===== config.mk =====
export PLATFORM = sky130hd
export DESIGN_NAME = uart_tx_arbiter
export DESIGN_NICKNAME = d
export VERILOG_FILES = /design/src/rtl/uart_tx_arbiter.sv
export SDC_FILE = /design/constraint.sdc
export NUM_CORES = 1
export LEC_CHECK = 0
export BUFFER_PORTS_ARGS = -buffer_cell sky130_fd_sc_hd__clkbuf_2
export CAP_MARGIN = 20
export CORE_AREA = 10 10 64 66
export CTS_BUF_LIST = sky130_fd_sc_hd__clkbuf_2 sky130_fd_sc_hd__clkbuf_4 sky130_fd_sc_hd__clkbuf_8
export DETAILED_ROUTE_END_ITERATION = 10
export DIE_AREA = 0 0 74 76
export PLACE_DENSITY = 0.9
export SLEW_MARGIN = 5
export SYNTH_ARGS = -nofsm -noshare
export SYNTH_HDL_FRONTEND = slang
export SYNTH_SLANG_ARGS = --single-unit

===== constraint.sdc =====
create_clock -name clk -period 2 [get_ports clk]
set_input_delay 0.1 -clock clk [delete_from_list [all_inputs] [get_ports clk]]
set_output_delay 0.1 -clock clk [all_outputs]
set_load 0.02 [all_outputs]

===== src/rtl/uart_tx_arbiter.sv =====
// ============================================================================
// Module      : uart_tx_arbiter
// Description : Round-robin byte scheduler in front of a single UART
//               transmitter, with watchdog abort and sticky timeout error.
// Revision    : 1.0 - initial release
// ============================================================================
`default_nettype none

module uart_tx_arbiter #(
  parameter int NUM_REQ        = 2,
  parameter int DATA_W         = 8,
  parameter int TIMEOUT_CYCLES = 65535
) (
  input  logic                       clk,
  input  logic                       rst,
  input  logic [NUM_REQ-1:0]         req_valid,
  input  logic [NUM_REQ*DATA_W-1:0]  req_data,
  output logic [NUM_REQ-1:0]         req_ready,
  output logic [DATA_W-1:0]          tx_data,
  output logic                       tx_send,
  input  logic                       tx_flag,
  output logic                       tx_flag_clr,
  output logic                       busy,
  output logic [$clog2(NUM_REQ)-1:0] grant_id,
  output logic                       timeout_err,
  input  logic                       err_clr
);

  localparam int c_id_w = $clog2(NUM_REQ);
  localparam int c_wd_w = (TIMEOUT_CYCLES > 0) ? $clog2(TIMEOUT_CYCLES + 1) : 1;
  localparam logic [c_wd_w-1:0] c_wd_last =
    (TIMEOUT_CYCLES > 0) ? c_wd_w'(TIMEOUT_CYCLES - 1) : c_wd_w'(0);
  localparam logic [c_id_w:0]   c_num     = (c_id_w + 1)'(NUM_REQ);
  localparam logic [c_id_w-1:0] c_last_id = c_id_w'(NUM_REQ - 1);

  typedef enum logic [1:0] {
    ST_IDLE  = 2'd0,
    ST_SEND  = 2'd1,
    ST_WAIT  = 2'd2,
    ST_CLEAR = 2'd3
  } state_t;

  state_t              r_state;
  state_t              w_state_nxt;
  logic [c_id_w-1:0]   r_rr_ptr;
  logic [c_id_w-1:0]   r_grant_id;
  logic [c_id_w-1:0]   w_win;
  logic                w_found;
  logic                w_accept;
  logic                w_timeout_hit;
  logic [DATA_W-1:0]   r_tx_data;
  logic [c_wd_w-1:0]   r_wd_cnt;
  logic                r_timeout_err;

  // Scan rr_ptr, rr_ptr+1, ... (mod NUM_REQ) and keep the first valid index.
  always_comb begin : p_arb
    logic [c_id_w:0] v_idx;
    w_found = 1'b0;
    w_win   = '0;
    v_idx   = '0;
    for (int k = 0; k < NUM_REQ; k++) begin
      v_idx = {1'b0, r_rr_ptr} + (c_id_w + 1)'(k);
      if (v_idx >= c_num) begin
        v_idx = v_idx - c_num;
      end
      if (!w_found && req_valid[v_idx[c_id_w-1:0]]) begin
        w_found = 1'b1;
        w_win   = v_idx[c_id_w-1:0];
      end
    end
  end

  always_comb begin : p_fsm_comb
    w_state_nxt   = r_state;
    w_accept      = 1'b0;
    w_timeout_hit = 1'b0;
    req_ready     = '0;
    tx_send       = 1'b0;
    tx_flag_clr   = 1'b0;
    case (r_state)
      ST_IDLE: begin
        // A flag left over from an aborted transfer is cleared before any grant.
        if (tx_flag) begin
          w_state_nxt = ST_CLEAR;
        end else if (w_found) begin
          w_accept    = 1'b1;
          req_ready   = {{(NUM_REQ-1){1'b0}}, 1'b1} << w_win;
          w_state_nxt = ST_SEND;
        end
      end
      ST_SEND: begin
        tx_send     = 1'b1;
        w_state_nxt = ST_WAIT;
      end
      ST_WAIT: begin
        if (tx_flag) begin
          w_state_nxt = ST_CLEAR;
        end else if ((TIMEOUT_CYCLES != 0) && (r_wd_cnt == c_wd_last)) begin
          w_timeout_hit = 1'b1;
          w_state_nxt   = ST_CLEAR;
        end
      end
      ST_CLEAR: begin
        tx_flag_clr = 1'b1;
        if (!tx_flag) begin
          w_state_nxt = ST_IDLE;
        end
      end
      default: w_state_nxt = ST_IDLE;
    endcase
    if (rst) begin
      req_ready     = '0;
      tx_send       = 1'b0;
      tx_flag_clr   = 1'b0;
      w_accept      = 1'b0;
      w_timeout_hit = 1'b0;
    end
  end

  always_ff @(posedge clk) begin : p_state
    if (rst) begin
      r_state <= ST_IDLE;
    end else begin
      r_state <= w_state_nxt;
    end
  end

  always_ff @(posedge clk) begin : p_datapath
    if (rst) begin
      r_tx_data     <= '0;
      r_grant_id    <= '0;
      r_rr_ptr      <= '0;
      r_wd_cnt      <= '0;
      r_timeout_err <= 1'b0;
    end else begin
      if (w_accept) begin
        r_tx_data  <= req_data[w_win*DATA_W +: DATA_W];
        r_grant_id <= w_win;
        r_rr_ptr   <= (w_win == c_last_id) ? '0 : w_win + c_id_w'(1);
        r_wd_cnt   <= '0;
      end else if ((TIMEOUT_CYCLES != 0) && (r_state == ST_WAIT) && !tx_flag &&
                   (r_wd_cnt != c_wd_last)) begin
        r_wd_cnt <= r_wd_cnt + c_wd_w'(1);
      end
      // A timeout in the same cycle as err_clr keeps the error set.
      if (w_timeout_hit) begin
        r_timeout_err <= 1'b1;
      end else if (err_clr) begin
        r_timeout_err <= 1'b0;
      end
    end
  end

  assign tx_data     = r_tx_data;
  assign grant_id    = r_grant_id;
  assign timeout_err = r_timeout_err;
  assign busy        = (r_state != ST_IDLE);

endmodule

`default_nettype wire


Yosys cells after proc, flatten, opt, wreduce, memory -nomap -nowiden
Index checks and enable logic that the tools add are counted.

Flip-flop bits (word level): 29. Latch bits: 0. Bits in writable memories: 0. Memory bits (read-only): 0. Input port bits: 22. Memories: 0.

Add/sub/neg operators: 5. Multiply operators: 0. Div/mod/pow operators: 0. $lt $le $gt $ge: 4. Equality and inequality tests: 8. Shifts and indexed selects: 2. Mux-type cells: 35. Bitwise gates (word level): 0. Reduce and logical (&&, ||, !) cells: 10.

Operators by type and width (count): $mux W1 (25); $mux W2 (9); $add A16 B1 Y16 const B (1); $eq A16 B16 Y1 const B (1); $ne A16 B16 Y1 const B (1); $shiftx A16 B5 Y8 (1); $pmux W2 S4 (1); $ne A3 B3 Y1 const B (2); $eq A2 B2 Y1 const B (2); $lt A1 B2 Y1 const B (2); $reduce_bool A2 Y1 (2); $logic_and A1 B1 Y1 (3); $reduce_and A3 Y1 (1); $add A1 B1 Y2 const B (1); $eq A2 B1 Y1 const B (1); $ge A1 B2 Y1 const B (1); $ge A2 B2 Y1 const B (1); $logic_not A1 Y1 (2); $logic_not A2 Y1 (1); $ne A2 B2 Y1 const B (1); $reduce_or A2 Y1 (1); $shl A1 B1 Y2 const A (1); $sub A1 B1 Y1 const B (2); $add A1 B1 Y1 const B (1).

Longest topological paths before layout
Gate-level depths: netlist (run 1).

Word-level depth: 13. Gate-level depth with buffers: 8.

Least setup slack after synthesis (run 1)
OpenSTA, ideal clock, no wires.

Path kind: register to register. From: register r_state[0]. To: register r_wd_cnt[3]. Library setup time: 0.074 ns. Arrival: 1.530 ns. Data required time: 1.926 ns. Slack: 0.396 ns. Cell stages (with the launch flop): 8. Clock period less this slack: 1.604 ns. Cell sequence: dfxtp_1 inv_1 ha_1 nor2b_1 clkbuf_1 nand4_1 a2111o_1 o21ai_0.

Longest elaborated chain between the ends: 4.

Ends and longest elaborated chain: start, declared (line 43) `state_t r_state;`; start signal, assigned (line 124) `r_state <= w_state_nxt;`; $logic_not A2 Y1 (line 80) `case (r_state)`; $mux W1 (line 80); $mux W1 (line 111) `if (rst) begin`; $reduce_or A2 Y1 (no line); end signal, assigned (line 143) `r_wd_cnt <= r_wd_cnt + c_wd_w'(1);`; end, declared (line 52) `logic [c_wd_w-1:0] r_wd_cnt;`.

Several ways; a longest one is shown, not always the timed one. A chain may end at the register's enable or synchronous reset.

Worst setup path after layout (run 1)
From: register r_state[0]. To: output req_ready[1].

Longest elaborated chain between the ends: 3.

Ends and longest elaborated chain: $logic_not A2 Y1 (line 80); $mux W2 (line 80); $mux W2 (line 111); end, declared (line 18) `output logic [NUM_REQ-1:0] req_ready,`.

Every way passes these cells.

==> results of run 1 <==
-- where the power goes --
| group | total [mW] | internal, mW | leakage (nW) | switching (mW) |
|---|---|---|---|---|
| Sequential | 0.673 | 0.635 | 0.235 | 0.0378 |
| Combinational | 0.479 | 0.201 | 0.521 | 0.278 |
| Clock | 0.412 | 0.204 | 0.0413 | 0.209 |
| Total | 1.56 | 1.04 | 0.797 | 0.525 |
-- state kept, by name, indices dropped and copies added, names as in the netlist --
register / cells
grant_id: 1
r_wd_cnt: 16
timeout_err: 1
r_rr_ptr: 1
r_state: 2
tx_data: 8
-- synthesized netlist by cell type (all sizes together) (3+ instances only) --
cell	instances
dfxtp	29
a21oi	15
inv	13
nor2	12
nand2	10
nand2b	8
nand4	8
ha	7
nand3	7
nor3	7
o21ai	7
mux2i	6
o22ai	6
clkbuf	5
o31ai	5
or4	5
nor2b	4
a22oi	3
buf	3
or3	3
-- how the worst max path moves through the flow --
| stage | startpoint | to | slack, ns | cells past startpoint |
|---|---|---|---|---|
| detailed placement | r_wd_cnt[0] | r_state[0] | 0.06 | 6 |
| global placement | r_wd_cnt[0] | r_state[0] | 0.21 | 6 |
| CTS | r_wd_cnt[0] | r_state[0] | 0.04 | 6 |
| finish | r_state[0] | req_ready[1] | 0.18 | 6 |
| floorplan | r_state[0] | r_wd_cnt[3] | 0.40 | 7 |
| global route | r_state[0] | req_ready[1] | -0.01 | 6 |
-- per-layer routing --
metal  track usage (%)  vias up
met1              15.3      683
met4              3.36        0
li1                  -      769
met2              22.4       46
met3              5.99        6
met5                 0        -
-- what timing repair did --
item                                    CTS  global route
hold buffers                              1             0
gates resized for setup                   2             2
endpoints found under the setup margin    2             3
setup buffers                             1             3
endpoints found under the hold margin     1             0
pin swaps                                 1             1
-- layout make-up --
cell class	count	area, µm²	area share (%)
multi-input cells	135	898	47.4
flip-flops and latches	29	581	30.6
repair buffers	46	258	13.6
clock buffers	7	65.1	3.43
inverters	13	48.8	2.57
well taps	33	41.3	2.18
clock inverters	1	5.00	0.264
-- cell families after synthesis --
family	count (synthesis)	share of synthesized area [%]
AOI/OAI and AO/OA	45	18.4
adders and majority gates	7	5.69
buffers and inverters	21	5.77
DFF	29	37.7
muxes	7	4.63
and+or+nand+nor	76	27.8
-- worst max-delay path: cells and delay by family, from the launching register on --
kind          cells  cell delay [ns]
fa+ha+maj         1             0.21
buf+inv           3             0.43
flops             1             0.34
simple gates      2             0.42
-- stage by stage --
stage | hold slack [ns] | util [%] | setup WS (ns)
detailed placement | 0.346 | 60.3 | 0.0632
global route | 0.00859 | 64.8 | -0.0147
global placement | 0.337 | 60.3 | 0.213
CTS | 0.00129 | 63.6 | 0.0390
floorplan | 0.246 | - | 0.396
finish | 0.00638 | 64.8 | 0.179
==> impl_metrics.env, run 1 <==
export IMPL_status="complete, no violations"
export IMPL_critical_path_required_ns=1.90
export IMPL_synthCells=185
export IMPL_total_power_mw=1.56
export IMPL_synth_largest_area_cell="dfxtp_1"
export IMPL_drv_cap=0
export IMPL_cts_buffers=5
export IMPL_wl_met2_um=1960
export IMPL_max_freq_mhz=549
export IMPL_hold_start="req_data[5]"
export IMPL_dr_pass1_iters=4
export IMPL_path_cells="inv_1 -> ha_1 -> nor3b_4 -> nand3_2 -> inv_1 -> clkbuf_2"
export IMPL_drt_wl_total_um=3820
export IMPL_antenna_found_initial=0
export IMPL_htree_num_levels=2
export IMPL_synth_top_area_share_pct=37.7
export IMPL_drive_above_1_share_pct=26.4
export IMPL_regToRegSetupSlack_ns=0.21
export IMPL_hpwlAfterDp_um=2770
export IMPL_maxSlewViolCount=0
export IMPL_holdPathStages=3
export IMPL_hp_class="in -> reg"
export IMPL_p_leak_nw=0.797
export IMPL_final_hold_viol_count=0
export IMPL_ys_types=41
export IMPL_area_growth_pct=23.3
export IMPL_io_pins=37
export IMPL_final_setup_skew_ns=0.00430
export IMPL_ys_flop_type="dfxtp_1"
export IMPL_gp_congestion=0.834
export IMPL_wl_per_cell_um=14.5
export IMPL_cts_path_max_buffers=2
export IMPL_ys_async_sr_fraction_pct=0
export IMPL_via_per_inst=5.70
export IMPL_fillCellCount=239
export IMPL_syn_cell_area_mm2=0.00154
export IMPL_grt_pass1_wl_um=6360
export IMPL_timing_final_crit_share_pct=91.0
export IMPL_tightest_slew_ns=0.405
export IMPL_grt_max_degree=16
export IMPL_route_vias_total=1504
export IMPL_r2r_end="r_state[0]"
export IMPL_wl_met3_um=264
export IMPL_die_height_um=76
export IMPL_arrival_ns=1.72
export IMPL_synth_seq_area_share_pct=37.7
export IMPL_io_buffers=36
export IMPL_ir_worst_vdd_mv=0.712
export IMPL_synth_edff_count=0
export IMPL_dieArea_mm2=0.00562
export IMPL_slowest_delay_ns=0.34
export IMPL_ant_nets=0
export IMPL_crit_fanout=5
export IMPL_cts_tree="built"
export IMPL_final_nets=259
export IMPL_stdcell_count=264
export IMPL_place_inst=251
export IMPL_start_util_pct=52.6
export IMPL_setup_viol=0
export IMPL_power_density_mw_per_mm2=824
export IMPL_ys_seq_elements=29
export IMPL_cts_root_buffer="clkbuf_4"
export IMPL_cts_sinks=29
export IMPL_grtUsageTotal_pct=13.6
export IMPL_cp_end_kind="primary output"
export IMPL_grt_overflow=0
export IMPL_mostFrequentLayoutCell="clkbuf_2"
export IMPL_slowest_stage="dfxtp_1"
export IMPL_synth_yosys_warnings=0
export IMPL_relSlewSlack_pct=73.0
export IMPL_final_area_mm2=0.00190
export IMPL_drc=0
export IMPL_dr_max_layer_used="met4"
export IMPL_min_period_ns=1.82
export IMPL_die_w_um=74
export IMPL_synth_nets=214
export IMPL_synth_area_leaders="dfxtp_1, ha_1, a21oi_1"
export IMPL_drt_iter0_drc=82
export IMPL_clk_latency_ns=0.33
export IMPL_synth_avg_cell_area_um2=8.32
export IMPL_diodes=0
export IMPL_cpMostUsedCell="inv_1"
export IMPL_wl_met1_um=1550
export IMPL_setup_tns_final_ns=0
export IMPL_min_to="tx_data[5]"
export IMPL_mostFrequentLayoutCells="clkbuf_2, dfxtp_1, a21oi_1"
export IMPL_path_class="reg -> out"
export IMPL_reg2reg_from="r_wd_cnt[0]"
export IMPL_rows=20
export IMPL_dpl_cell_area_mm2=0.00176
export IMPL_worstSetupStartpointType="flip-flop"
export IMPL_grt_pass1_vias=1460
export IMPL_fp_coreArea_mm2=0.00293
export IMPL_clk_pin_slew_ns=0.10
export IMPL_r2r_cells=6
(Power assumes the default switching activity.)
==> run 2: changes to the inputs <==
==> constraint.sdc (replaced) <==
create_clock -name clk -period 2 [get_ports clk]
set_input_delay 0.4 -clock clk [delete_from_list [all_inputs] [get_ports clk]]
set_output_delay 0.4 -clock clk [all_outputs]
set_load 0.02 [all_outputs]
==> impl_metrics.env, run 2 (synthesis gave the netlist of run 1 again) <==
export IMPL_status="complete, no violations"
export IMPL_max_freq_mhz=532
export IMPL_arrival_ns=1.48
export IMPL_slowest_delay_ns=0.34
export IMPL_worstSetupStartpointType="flip-flop"
export IMPL_pre_cts_ws_ns=0.140
export IMPL_dr_pass1_iters=4
export IMPL_ir_worst_vdd_mv=0.653
export IMPL_slowest_stage="dfxtp_2"
export IMPL_path_cells="inv_2 -> ha_4 -> nor3b_4 -> o211ai_1 -> inv_1 -> buf_4"
export IMPL_setup_slack_ns=0.119
export IMPL_die_height_um=76
export IMPL_regToRegSetupSlack_ns=0.22
export IMPL_wl_per_cell_um=13.8
export IMPL_final_nets=257
export IMPL_hpwlAfterDp_um=2800
export IMPL_grt_max_degree=16
export IMPL_mostFrequentLayoutCells="clkbuf_2, dfxtp_1, a21oi_1"
export IMPL_hold_buffers=0
export IMPL_via_per_inst=5.65
export IMPL_route_vias_total=1475
export IMPL_crit_fanout=4
export IMPL_die_w_um=74
export IMPL_io_buffers=36
export IMPL_cts_buffers=5
export IMPL_cp_num_buf_inv=3
export IMPL_drv_cap=0
export IMPL_io_pins=37
export IMPL_mostFrequentLayoutCell="clkbuf_2"
export IMPL_p_leak_nw=0.782
export IMPL_grt_pass1_wl_um=6200
export IMPL_min_period_ns=1.88
export IMPL_crit_family="flip-flops"
export IMPL_total_power_mw=1.54
export IMPL_cts_tree="built"
export IMPL_ant_nets=0
export IMPL_hp_class="in -> reg"
export IMPL_antenna_found_initial=0
export IMPL_grtUsageTotal_pct=13.0
export IMPL_final_hold_viol_count=0
export IMPL_rsz0062_at_grt="no"
export IMPL_grt_pass1_vias=1429
export IMPL_final_setup_skew_ns=0.00562
export IMPL_drt_iter0_drc=59
export IMPL_drive_above_1_share_pct=28.1
export IMPL_rows=20
export IMPL_htree_num_levels=2
export IMPL_setup_viol=0
export IMPL_largest_reg_flops=16
export IMPL_clk_latency_ns=0.33
export IMPL_drt_wl_total_um=3590
export IMPL_diodes=0
export IMPL_fp_coreArea_mm2=0.00293
export IMPL_tightest_slew_ns=0.446
export IMPL_top_register="r_wd_cnt"
export IMPL_cts_root_buffer="clkbuf_4"
export IMPL_area_growth_pct=22.3
export IMPL_drc=0
export IMPL_gp_congestion=0.838
export IMPL_path_class="reg -> out"
export IMPL_grt_overflow=0
export IMPL_cts_sinks=29
export IMPL_power_density_mw_per_mm2=820
export IMPL_relSlewSlack_pct=70.0
export IMPL_cp_end_kind="primary output"
export IMPL_dieArea_mm2=0.00562
export IMPL_cts_path_max_buffers=2
export IMPL_timing_final_crit_share_pct=94.0
export IMPL_maxSlewViolCount=0
export IMPL_clk_pin_slew_ns=0.09
export IMPL_critical_path_required_ns=1.60
export IMPL_start_util_pct=52.6
export IMPL_setup_tns_final_ns=0
run 2: cell types whose count changed in the layout (fill, tap and decap cells not counted), sizes merged:
cell         change
clkbuf           -2
buf              +1
clkinv           -1
dlygate4sd3      -1
run 2: power by group:
part | total (mW) | internal, mW | switching (mW) | leakage (nW)
clock | 0.377 | 0.179 | 0.198 | 0.0348
combinational | 0.487 | 0.210 | 0.276 | 0.511
sequential | 0.680 | 0.638 | 0.0419 | 0.236
run 2: stage by stage:
step / hold slack [ns] / cells / util [%] / instance area (µm²)
2_1_floorplan: 0.451 / 185 / - / 1540
6_report: 0.302 / 261 / 64.3 / 1880
3_5_place_dp: 0.464 / 253 / 60.8 / 1780
4_1_cts: 0.296 / 260 / 63.3 / 1850
3_3_place_gp: 0.441 / 253 / 60.8 / 1780
5_1_grt: 0.309 / 261 / 64.3 / 1880
run 2: path summary, 6_finish.rpt:
| check | endpoint | from | depth (start not counted) |
|---|---|---|---|
| hold reg to reg | timeout_err | timeout_err | 2 |
| setup reg to reg | r_state[0] | r_wd_cnt[0] | 6 |
| hold / removal | tx_data[1] | req_data[1] | 3 |
| setup / recovery | req_ready[0] | r_state[0] | 6 |
run 2: cell type report:
class / instances / area, µm²
Clock buffer: 7 / 58.8
Fill cell: 236 / 1050
Inverter: 13 / 48.8
Multi-Input combinational cell: 135 / 905
Sequential cell: 29 / 583
Tap cell: 33 / 41.3
Timing Repair Buffer: 44 / 245
run 2: worst reg2reg max path: cells and delay by family, from the launching register on:
family                     cells  cell delay (ns)
adders and majority gates      1             0.15
DFF                            1             0.35
and+or+nand+nor                2             0.59
buffers and inverters          1             0.08
AOI/OAI and AO/OA              2             0.52
run 2: what timing repair did:
item | CTS | global route
gates cloned | 0 | 0
setup endpoints to repair | 2 | 2
gates resized for setup | 6 | 8
pin swaps | 0 | 2
setup buffers | 0 | 1
run 2: metal layers:
layer  part of all wire [%]  track usage, %
met1                     44            15.9
met2                     49            20.0
met3                    6.2            5.60
met4                    1.1            3.36
met5                      0               0
==> run 3: changes to the inputs <==
- CAP_MARGIN: 20 -> default
- CORE_AREA: 10 10 64 66 -> 3 3 57 59
- DIE_AREA: 0 0 74 76 -> 0 0 60 62
==> impl_metrics.env, run 3 (synthesis gave the netlist of run 1 again) <==
export IMPL_status="complete, no violations"
export IMPL_dpl_cell_area_mm2=0.00178
export IMPL_antenna_found_initial=0
export IMPL_power_share_clock_pct=25.6
export IMPL_mostFrequentLayoutCells="clkbuf_2, dfxtp_1, a21oi_1"
export IMPL_fin_util_pct=68.6
export IMPL_maxSlewViolCount=0
export IMPL_max_freq_mhz=521
export IMPL_largest_reg_flops=16
export IMPL_mostFrequentLayoutCell="clkbuf_2"
export IMPL_clk_pin_slew_ns=0.09
export IMPL_crit_family="flip-flops"
export IMPL_final_setup_skew_ns=0.00759
export IMPL_die_w_um=60
export IMPL_stdcell_count=260
export IMPL_area_growth_pct=23.0
export IMPL_relSlewSlack_pct=73.5
export IMPL_dieArea_mm2=0.00372
export IMPL_htree_num_levels=2
export IMPL_cp_startpoint="r_state[1]"
export IMPL_gp_congestion=0.831
export IMPL_hpwlAfterDp_um=2540
export IMPL_critical_path_required_ns=1.60
export IMPL_hold_start="req_data[5]"
export IMPL_drv_cap=0
export IMPL_drc=0
export IMPL_final_area_mm2=0.00189
export IMPL_timing_final_crit_share_pct=96.0
export IMPL_dr_pass1_iters=4
export IMPL_total_power_mw=1.59
export IMPL_reg2reg_from="r_wd_cnt[0]"
export IMPL_setup_viol=0
export IMPL_cts_sinks=29
export IMPL_wl_per_cell_um=13.2
export IMPL_route_vias_total=1473
export IMPL_path_class="reg -> out"
export IMPL_p_switching_mw=0.533
export IMPL_setup_tns_final_ns=0
export IMPL_min_period_ns=1.92
export IMPL_p_int_mw=1.05
export IMPL_place_inst=252
export IMPL_die_height_um=62
export IMPL_grt_pass1_wl_um=5720
export IMPL_cts_root_buffer="clkbuf_4"
export IMPL_grtUsageTotal_pct=20.5
export IMPL_diodes=0
export IMPL_hold_ws_ns=0.299
export IMPL_grt_max_degree=16
export IMPL_hp_class="in -> reg"
export IMPL_setup_slack_ns=0.0807
export IMPL_sw_frac_of_total_pct=33.6
export IMPL_arrival_ns=1.52
export IMPL_combinationalPowerShare_pct=31.3
export IMPL_ir_worst_vdd_mv=0.590
export IMPL_cts_tree="built"
export IMPL_crit_fanout=4
export IMPL_fp_coreArea_mm2=0.00276
export IMPL_cts_path_max_buffers=2
export IMPL_drt_wl_total_um=3430
export IMPL_final_hold_viol_count=0
export IMPL_rows=19
export IMPL_top_register="r_wd_cnt"
export IMPL_io_buffers=36
export IMPL_cts_buffers=5
export IMPL_slowest_stage="dfxtp_2"
export IMPL_slowest_delay_ns=0.34
export IMPL_drive_above_1_share_pct=28.4
export IMPL_pwr_share_seq_pct=43.1
export IMPL_ant_nets=0
export IMPL_final_nets=257
export IMPL_power_density_mw_per_mm2=839
export IMPL_cp_num_buf_inv=3
export IMPL_clk_latency_ns=0.33
export IMPL_cp_end_kind="primary output"
export IMPL_p_leak_nw=0.789
export IMPL_grt_pass1_vias=1379
export IMPL_worstSetupStartpointType="flip-flop"
export IMPL_tightest_slew_ns=0.398
export IMPL_pre_cts_ws_ns=0.167
export IMPL_drt_iter0_drc=58
export IMPL_path_cells="inv_2 -> ha_4 -> nor3b_4 -> o211ai_1 -> inv_1 -> buf_4"
export IMPL_via_per_inst=5.67
export IMPL_io_pins=37
export IMPL_start_util_pct=55.8
export IMPL_grt_overflow=0
==> run 3: worst register-to-register path: stages (launching register included) <==
cell and delay, ns:
dfxtp_1 0.35, inv_1 0.09, ha_1 0.15, nand3_1 0.12, or4_4 0.57, a311oi_1 0.28, a31o_1 0.13
==> run 3: path summary, 6_finish.rpt <==
path | to | slack, ns | cells after the start
worst max-delay path | req_ready[0] | 0.08 | 6
worst min-delay path | tx_data[5] | 0.30 | 3
worst max register to register | r_wd_cnt[2] | 0.26 | 6
worst min register to register | grant_id | 0.45 | 2
==> run 3: layer usage <==
metal / GRT usage, % / share of wire, % / vias up
met3: 5.58 / 4.5 / 7
met5: 0 / 0 / -
met4: 10.4 / 1.8 / 0
met2: 35.0 / 51 / 37
li1: - / - / 761
met1: 23.5 / 43 / 668
==> run 3: power by group through the flow <==
| stage | clock network (mW) | logic (mW) | registers, mW |
|---|---|---|---|
| after CTS | 0.417 | 0.469 | 0.677 |
| after detailed placement | 0 | 0.453 | 0.686 |
| after floorplan | 0 | 0.280 | 0.717 |
| after global placement | 0 | 0.442 | 0.684 |
| final | 0.406 | 0.498 | 0.684 |
| after global routing | 0.450 | 0.554 | 0.692 |
==> run 3: final cells by class <==
type | instances | area (µm²)
well taps | 31 | 38.8
fillers | 222 | 865
inverters | 13 | 51.3
repair buffers | 44 | 245
multi-input cells | 135 | 905
clock buffers | 7 | 65.1
clock inverters | 1 | 5.00
flip-flops and latches | 29 | 583
==> run 3: repair_timing <==
| action | 4_1_cts | 5_1_grt |
|---|---|---|
| setup buffers | 0 | 0 |
| endpoints found under the setup margin | 2 | 2 |
| pin swaps | 0 | 1 |
| resized for setup | 6 | 8 |
| hold buffers | 0 | 0 |
